==> config.mk <==
export PLATFORM = sky130hd
export DESIGN_NAME = vram_arbiter
export DESIGN_NICKNAME = d
export VERILOG_FILES = /design/src/rtl/vram_arbiter.sv
export SDC_FILE = /design/constraint.sdc
export NUM_CORES = 1
export LEC_CHECK = 0
export CAP_MARGIN = 20
export CORE_AREA = 3 3 139 141
export DETAILED_ROUTE_END_ITERATION = 8
export DIE_AREA = 0 0 142 144
export GPL_TIMING_DRIVEN = 0
export PLACE_DENSITY = 0.78
export SYNTH_ARGS = -nofsm -noshare
export SYNTH_HDL_FRONTEND = slang
export SYNTH_SLANG_ARGS = --single-unit
==> constraint.sdc <==
create_clock -name clk -period 6.65 [get_ports clk]
set_clock_uncertainty 0.15 [all_clocks]
set_input_delay 1.995 -clock clk [delete_from_list [all_inputs] [get_ports clk]]
set_output_delay 1.995 -clock clk [all_outputs]
set_load 0.02 [all_outputs]
==> src/rtl/vram_arbiter.sv <==
// vram_arbiter: shares one registered-read RAM port between a scan-out prefetch FIFO and a CPU.
// Scan reads refill the pixel FIFO. A refill wins outright when the FIFO is close to empty.
// Otherwise the CPU wins, and it can take at most one access every two cycles.
module vram_arbiter #(
    parameter int ADDR_W      = 16,
    parameter int DATA_W      = 32,
    parameter int FIFO_DEPTH  = 4,
    parameter int FRAME_WORDS = 65536
) (
    input  logic              clk,
    input  logic              reset,
    input  logic              scan_en,
    input  logic              frame_start,
    input  logic              pix_en,
    output logic [DATA_W-1:0] pixel,
    output logic              pix_valid,
    output logic              underflow,
    input  logic              cpu_req,
    input  logic              cpu_we,
    input  logic [ADDR_W-1:0] cpu_addr,
    input  logic [DATA_W-1:0] cpu_wdata,
    output logic              cpu_ack,
    output logic [DATA_W-1:0] cpu_rdata,
    output logic [ADDR_W-1:0] ram_addr,
    output logic [DATA_W-1:0] ram_wdata,
    output logic              ram_wren,
    input  logic [DATA_W-1:0] ram_q
);
    localparam int CW    = $clog2(FIFO_DEPTH);
    localparam int OCC_W = CW + 2;
    localparam logic [ADDR_W-1:0] LAST_ADDR = ADDR_W'(FRAME_WORDS - 1);
    localparam logic [0:0] S_IDLE = 1'b0;
    localparam logic [0:0] S_BUSY = 1'b1;

    logic [0:0]        state_q, state_d;
    logic              we_q, we_d;
    logic [DATA_W-1:0] rdata_q, rdata_d;
    logic [ADDR_W-1:0] scan_addr_q, scan_addr_d;
    logic              inflight_q, inflight_d;
    logic [CW:0]       count_q, count_d;
    logic [CW-1:0]     wptr_q, wptr_d, rptr_q, rptr_d;
    logic              underflow_q, underflow_d;
    logic [ADDR_W-1:0] ram_addr_q, ram_addr_d;
    logic [DATA_W-1:0] ram_wdata_q, ram_wdata_d;
    logic [DATA_W-1:0] mem_q [FIFO_DEPTH];

    logic [OCC_W-1:0]  occ;
    logic              scan_elig, cpu_elig, urgent, scan_gnt, cpu_gnt, push, pop;

    // Arbitration: an urgent refill beats the CPU, the CPU beats a routine refill.
    // frame_start blocks scan grants and throws away the returning scan word.
    always_comb begin
        occ       = OCC_W'(count_q) + OCC_W'(inflight_q);
        scan_elig = scan_en && (occ < OCC_W'(FIFO_DEPTH)) && !frame_start;
        cpu_elig  = cpu_req && (state_q == S_IDLE);
        urgent    = scan_elig && (occ < OCC_W'(2));
        scan_gnt  = !reset && (urgent || (scan_elig && !cpu_elig));
        cpu_gnt   = !reset && !urgent && cpu_elig;
        push      = inflight_q && !frame_start;
        pop       = pix_en && (count_q != '0) && !frame_start;
    end

    // Next-state for the scan pointer, the FIFO bookkeeping and the CPU handshake.
    always_comb begin
        scan_addr_d = frame_start ? '0 :
                      scan_gnt    ? ((scan_addr_q == LAST_ADDR) ? '0 : scan_addr_q + ADDR_W'(1)) :
                                    scan_addr_q;
        inflight_d  = scan_gnt;
        count_d     = frame_start ? '0 : count_q + (CW+1)'(push) - (CW+1)'(pop);
        wptr_d      = frame_start ? '0 : wptr_q + CW'(push);
        rptr_d      = frame_start ? '0 : rptr_q + CW'(pop);
        underflow_d = underflow_q || (pix_en && (count_q == '0) && !frame_start);
        state_d     = (state_q == S_BUSY) ? S_IDLE : (cpu_gnt ? S_BUSY : S_IDLE);
        we_d        = cpu_gnt ? cpu_we : we_q;
        rdata_d     = ((state_q == S_BUSY) && !we_q) ? ram_q : rdata_q;
        ram_addr_d  = cpu_gnt ? cpu_addr : (scan_gnt ? scan_addr_q : ram_addr_q);
        ram_wdata_d = cpu_gnt ? cpu_wdata : ram_wdata_q;
    end

    // Outputs are forced to their reset values while reset is high, so an aborted access never acks.
    always_comb begin
        ram_addr  = reset ? '0 : ram_addr_d;
        ram_wdata = reset ? '0 : ram_wdata_d;
        ram_wren  = cpu_gnt && cpu_we;
        cpu_ack   = !reset && (state_q == S_BUSY);
        cpu_rdata = reset ? '0 : rdata_d;
        pix_valid = !reset && (count_q != '0);
        pixel     = pix_valid ? mem_q[rptr_q] : '0;
        underflow = !reset && underflow_q;
    end

    // Control and handshake registers, cleared by the synchronous reset.
    always_ff @(posedge clk) begin
        if (reset) begin
            state_q     <= S_IDLE;
            we_q        <= 1'b0;
            rdata_q     <= '0;
            scan_addr_q <= '0;
            inflight_q  <= 1'b0;
            count_q     <= '0;
            wptr_q      <= '0;
            rptr_q      <= '0;
            underflow_q <= 1'b0;
            ram_addr_q  <= '0;
            ram_wdata_q <= '0;
        end else begin
            state_q     <= state_d;
            we_q        <= we_d;
            rdata_q     <= rdata_d;
            scan_addr_q <= scan_addr_d;
            inflight_q  <= inflight_d;
            count_q     <= count_d;
            wptr_q      <= wptr_d;
            rptr_q      <= rptr_d;
            underflow_q <= underflow_d;
            ram_addr_q  <= ram_addr_d;
            ram_wdata_q <= ram_wdata_d;
        end
    end

    // FIFO storage captures the registered RAM output one cycle after a scan grant.
    always_ff @(posedge clk) begin
        if (!reset && push)
            mem_q[wptr_q] <= ram_q;
    end
endmodule

==> results of run 1 <==
## synthesized netlist by cell type, drive strengths merged, types with 2 or more instances
cell type / instances / area share [%]
buf: 9 / 0.51
dfxtp: 107 / 24
or3: 2 / 0.14
o21ai: 2 / 0.11
a21oi: 86 / 4.8
nand2b: 2 / 0.14
xnor2: 3 / 0.29
a211oi: 16 / 1.3
and4: 2 / 0.19
nand3: 14 / 0.78
mux4: 32 / 8.0
clkbuf: 35 / 1.5
edfxtp: 128 / 43
xor2: 10 / 0.97
nor3: 5 / 0.28
nor2: 38 / 1.6
nand2: 156 / 6.6
and2: 40 / 2.8
a31o: 2 / 0.19
inv: 8 / 0.33
and3: 4 / 0.28
a31oi: 2 / 0.31
ha: 7 / 0.97
o22ai: 2 / 0.14
nand4: 7 / 0.49
## final cells by class
cell class | count | area (sq um) | area share (%)
repair buffers | 211 | 2120 | 17.3
flip-flops and latches | 235 | 5990 | 48.7
clock inverters | 9 | 93.8 | 0.763
clock buffers | 36 | 677 | 5.51
plain buffers | 44 | 190 | 1.55
multi-input cells | 442 | 2910 | 23.6
inverters | 8 | 30.0 | 0.244
well taps | 229 | 287 | 2.33
## state kept, by name (all words and copies together) (netlist names)
signal,flops
mem_q,128
ram_wdata_q,32
rdata_q,32
ram_addr_q,16
scan_addr_q,16
count_q,3
rptr_q,2
wptr_q,2
inflight_q,1
state_q,1
underflow_q,1
we_q,1
## critical path: cells and delay by family
kind                   cells  cell delay, ns
and+or+nand+nor            2            0.39
buffers and inverters      5            1.36
AOI/OAI and AO/OA          3            0.66
## final timing paths
kind,end,slack [ns]
max,ram_addr[3],0.09
min,ram_wdata_q[29]$_DFF_P_,0.31
max reg2reg,ram_addr_q[12]$_DFF_P_,4.06
min reg2reg,ram_wdata_q[29]$_DFF_P_,0.31
## metal layers
layer,wire [um],global-route usage (%),vias to the layer above
met5,0,0,-
met2,11100,37.3,272
met1,9270,29.1,3093
met3,2070,6.18,33
met4,454,6.16,0
li1,-,-,3068
## stage by stage
stage                     util, %  setup WS [ns]  power, mW  TNS (ns)
after floorplan                 -          0.852       1.72         0
after global placement       62.6          -1.11       1.88    -81.95
after detailed placement     63.4         -0.514       1.88    -11.22
after CTS                    67.8        0.00514       3.20         0
after global routing         68.0        0.00297       3.28         0
final                        68.0         0.0922       3.17         0
## power breakdown
group	switching [mW]	total, mW	internal (mW)
Sequential	0.00921	1.57	1.56
Combinational	0.158	0.284	0.126
Clock	0.532	1.31	0.783
## logic make-up (layout without fill, tap and decap cells)
logic type | Yosys count | in the layout | synth area share (%)
muxes | 32 | 32 | 7.99
and+or+nand+nor | 275 | 275 | 13.6
buffers and inverters | 52 | 308 | 2.32
AOI/OAI and AO/OA | 114 | 114 | 7.26
adders and majority gates | 8 | 8 | 1.19
DFF | 235 | 235 | 66.4
xor gates and xnor gates | 13 | 13 | 1.26
## cells in the final DEF, fill, tap and decap left out, types with 3 or more instances in the layout
| cell | count |
|---|---|
| nand2_1 | 155 |
| clkdlybuf4s50_1 | 186 |
| mux4_2 | 32 |
| buf_4 | 3 |
| xnor2_1 | 3 |
| ha_1 | 7 |
| nand3_1 | 14 |
| clkinv_2 | 3 |
| xor2_1 | 10 |
| nor2_1 | 36 |
| nor3_1 | 3 |
| nand4_1 | 7 |
| a211oi_2 | 6 |
| edfxtp_1 | 128 |
| dfxtp_1 | 107 |
| and2_1 | 40 |
| clkbuf_1 | 36 |
| clkbuf_16 | 25 |
| and3_1 | 4 |
| buf_6 | 6 |
| a211oi_1 | 10 |
| clkinv_1 | 3 |
| dlygate4sd2_1 | 11 |
| inv_1 | 7 |
| clkbuf_2 | 10 |
| buf_2 | 5 |
| a21oi_1 | 86 |
## timing repair
action | in CTS | in global routing
setup buffers | 1 | 0
gates resized for setup | 24 | 18
setup endpoints to repair | 61 | 30
gates cloned | 0 | 0
==> metrics.yaml, run 1 <==
status: "completed"
drtIter0Drc: 394
area_growth_pct: 36.3
finalInstanceArea_sq_mm: 0.0123
cts_buffers: 25
cts_hold_buffers: 0
vdd_ir_drop_max_uv: 190
vias: 6466
clock_latency_ns: 0.51
htree_levels: 1
grt_antenna_before_repair: 0
instances_no_fill: 1214
ff2ff_path_depth: 10
cts_tree: "yes"
synth_fp_nets: 824
ios: 203
yosys_warnings: 0
placed_cells: 1168
cts-root-buf: "clkbuf_16"
min_path_cells: 2
coreArea_sq_mm: 0.0181
gr-total-overflow: 0
io_buffer_count: 202
routed_wl_mm: 22.9
gpl.final_weighted_congestion: 0.879
hold_ws_ns: 0.308
max_slew.worst_pin.slew_ns: 0.913
cts_sinks: 235
critical_path_arrival_ns: 4.41
r2r-start: "inflight_q$_SDFF_PP0_"
finalMaxSlewViolations: 0
crit_path_top_delay_cell: "clkdlybuf4s50_1"
dpl-instance-area_sq_mm: 0.0115
path_clk_slew_ns: 0.06
die_h_um: 144
fillers: 1341
syn_inst: 729
rsz0062_at_grt: "yes"
cp-startpoint: "frame_start"
crit_type: "input port to output port"
synth_seq_area_share_pct: 66.4
crit_path_start_kind: "input port"
synth.distinct_cells: 41
drt_pass1_iterations: 5
initial_core_util_pct: 49.9
grt_max_degree: 30
worstPathRequired_ns: 4.51
setup.worst_path.end_class: "output port"
finalCritPeriodShare_pct: 98.6
rows: 49
dp_hpwl_mm: 15.8
drv_cap: 0
grt_pass1_vias: 6491
leakagePower_nw: 4.26
synth_area_per_cell_sq_um: 12.4
wire_per_inst_um: 18.9
hold_class: "register to register"
hold_violations: 0
synthArstFlopShare_pct: 0
die_area_sq_mm: 0.0204
ant_nets: 0
insertedDiodeCount: 0
syn-cell-area_sq_mm: 0.00902
synth-main-ff-cell: "edfxtp_1"
drc: 0
die_w_um: 142
cp_cell_sequence: "clkdlybuf4s50_1 > or2_1 > clkbuf_2 > a31oi_4 > nand2_4 > inv_2 > buf_4 > a21oi_1 > a211oi_1 > clkdlybuf4s15_1"
p_per_area_mw_per_mm2: 258
worst-path-max-fanout: 10
synth-seq-cells: 235
min_from: "ram_wdata_q[29]$_DFF_P_"
synth_edf_count: 128
slowest_delay_ns: 0.56
max-slew-margin-rel_pct: 38.8
grt_pass1_wl_mm: 35.6
layout_min_cycle_time_ns: 6.56
cts.path.max_buffers: 3
vias_per_cell: 5.33
nNetsFinal: 1062
setup_viol: 0
grt_use_total_pct: 22.4
fmax_ghz: 0.152
drive_above_1_share_pct: 10.9
No activity file was read; power rests on OpenSTA's default activity.
==> run 2: changes to the inputs <==
--- a/config.mk
+++ b/config.mk
@@ -11,6 +11,7 @@
 export DIE_AREA = 0 0 142 144
 export GPL_TIMING_DRIVEN = 0
 export PLACE_DENSITY = 0.78
+export SETUP_SLACK_MARGIN = 0.1
 export SYNTH_ARGS = -nofsm -noshare
 export SYNTH_HDL_FRONTEND = slang
 export SYNTH_SLANG_ARGS = --single-unit
==> metrics.yaml, run 2 (synthesis results as in run 1) <==
status: "completed"
p_seq_share_pct: 49.6
vias: 6473
leakagePower_nw: 4.25
grt_pass1_wl_mm: 35.6
hold_class: "register to register"
top_register: "mem_q"
wire_per_inst_um: 18.9
cts.path.max_buffers: 3
cts_tree: "yes"
hold_violations: 0
area_growth_pct: 35.8
dp_hpwl_mm: 15.8
vdd_ir_drop_max_uv: 192
routed_wl_mm: 22.9
insertedDiodeCount: 0
finalMaxSlewViolations: 0
grt_use_total_pct: 22.4
final_cell_mix: "clkdlybuf4s50_1 (184), nand2_1 (155), edfxtp_1 (128)"
drive_above_1_share_pct: 12.3
setup_tns_ns: 0
grt_max_degree: 30
setup_viol: 0
rsz0062_at_grt: "yes"
max-slew-margin-rel_pct: 38.4
p_sw_share_pct: 22.1
worst_slack_ns: 0.132
crit_type: "input port to output port"
gpl.final_weighted_congestion: 0.879
drc: 0
initial_core_util_pct: 49.9
drv_cap: 0
path_clk_slew_ns: 0.06
drtIter0Drc: 386
vias_per_cell: 5.33
crit_path_top_delay_cell: "clkdlybuf4s50_1"
fmax_ghz: 0.153
grt_pass1_vias: 6491
htree_levels: 1
rows: 49
critical_path_arrival_ns: 4.37
net-switching-power_uw: 699
largest_register_ffs: 128
setup.worst_path.end_class: "output port"
ant_nets: 0
die_area_sq_mm: 0.0204
die_w_um: 142
clock_latency_ns: 0.51
cts_buffers: 25
multi_input_area_sq_mm: 0.00291
cp_cell_sequence: "clkdlybuf4s50_1 > or2_1 > clkbuf_2 > a31oi_4 > nand2_4 > inv_2 > buf_4 > a21oi_1 > a211oi_2 > dlygate4sd2_1"
cts_sinks: 235
cts-root-buf: "clkbuf_16"
crit_family: "buffers and inverters"
worstPathRequired_ns: 4.51
fillers: 1346
gr-total-overflow: 0
finalCritPeriodShare_pct: 98.0
internal_power_mw: 2.47
cts_hold_buffers: 0
p_clk_share_pct: 41.5
critical_path.n_buffers_inverters: 5
placed_cells: 1168
layout_commonest_cell: "clkdlybuf4s50_1"
p_per_area_mw_per_mm2: 259
max_slew.worst_pin.slew_ns: 0.919
place_ws_ns: -0.514
top_regs: "mem_q x128, ram_wdata_q x32, rdata_q x32"
nNetsFinal: 1062
crit_path_start_kind: "input port"
ios: 203
final_core_util_pct: 67.7
coreArea_sq_mm: 0.0181
instances_no_fill: 1214
io_buffer_count: 202
hold_ws_ns: 0.308
slowest_delay_ns: 0.56
regArea_sq_mm: 0.00599
p_comb_share_pct: 8.9
drt_pass1_iterations: 5
worst-path-max-fanout: 10
die_h_um: 144
grt_antenna_before_repair: 0
layout_min_cycle_time_ns: 6.52
[run 2: per-stage QoR]
step                      instance area (sq um)  power, mW
after detailed placement                  11500       1.88
final                                     12200       3.17
after floorplan                            9020       1.72
after global placement                    11300       1.88
after global routing                      12200       3.28
after CTS                                 12300       3.19
[run 2: area by class of cell]
class | count | share of cell area [%]
repair buffers | 211 | 16.9
flip-flops and latches | 235 | 48.9
inverters | 8 | 0.245
clock buffers | 36 | 5.53
plain buffers | 44 | 1.59
well taps | 229 | 2.34
clock inverters | 9 | 0.766
multi-input cells | 442 | 23.7
[run 2: power groups by stage]
| stage | logic, mW | registers (mW) | clock network [mW] |
|---|---|---|---|
| 6_report | 0.282 | 1.57 | 1.31 |
| 3_5_place_dp | 0.282 | 1.60 | 0 |
| 2_1_floorplan | 0.124 | 1.60 | 0 |
| 4_1_cts | 0.283 | 1.57 | 1.34 |
| 3_3_place_gp | 0.280 | 1.60 | 0 |
| 5_1_grt | 0.304 | 1.57 | 1.40 |
[run 2: metal layers]
metal	part of all wire, %	vias up	wire length [um]	global-route usage (%)
li1	-	3070	-	-
met1	41	3103	9340	29.1
met2	48	267	11100	37.3
met3	9.0	33	2050	6.18
met4	2.0	0	451	6.16
met5	0	-	0	0
[run 2: final timing paths]
kind	from	endpoint	slack [ns]	cells after the start
min reg2reg	ram_wdata_q[29]$_DFF_P_	ram_wdata_q[29]$_DFF_P_	0.31	2
min	ram_wdata_q[29]$_DFF_P_	ram_wdata_q[29]$_DFF_P_	0.31	2
max	frame_start	ram_addr[11]	0.13	10
max reg2reg	inflight_q$_SDFF_PP0_	ram_addr_q[12]$_DFF_P_	4.07	10
[run 2: worst reg2reg max path: cells and delay by family, from the launching register on]
| family | cells | cell delay (ns) |
|---|---|---|
| buf+inv | 3 | 0.67 |
| flops | 1 | 0.35 |
| fa+ha+maj | 1 | 0.18 |
| simple gates | 3 | 0.51 |
| xor+xnor | 1 | 0.18 |
| compound gates | 2 | 0.43 |
[run 2: timing repair]
action	CTS	global route
cloned	0	0
resized for setup	27	51
setup buffers	1	0
endpoints found under the setup margin	82	56
endpoints found under the hold margin	0	0
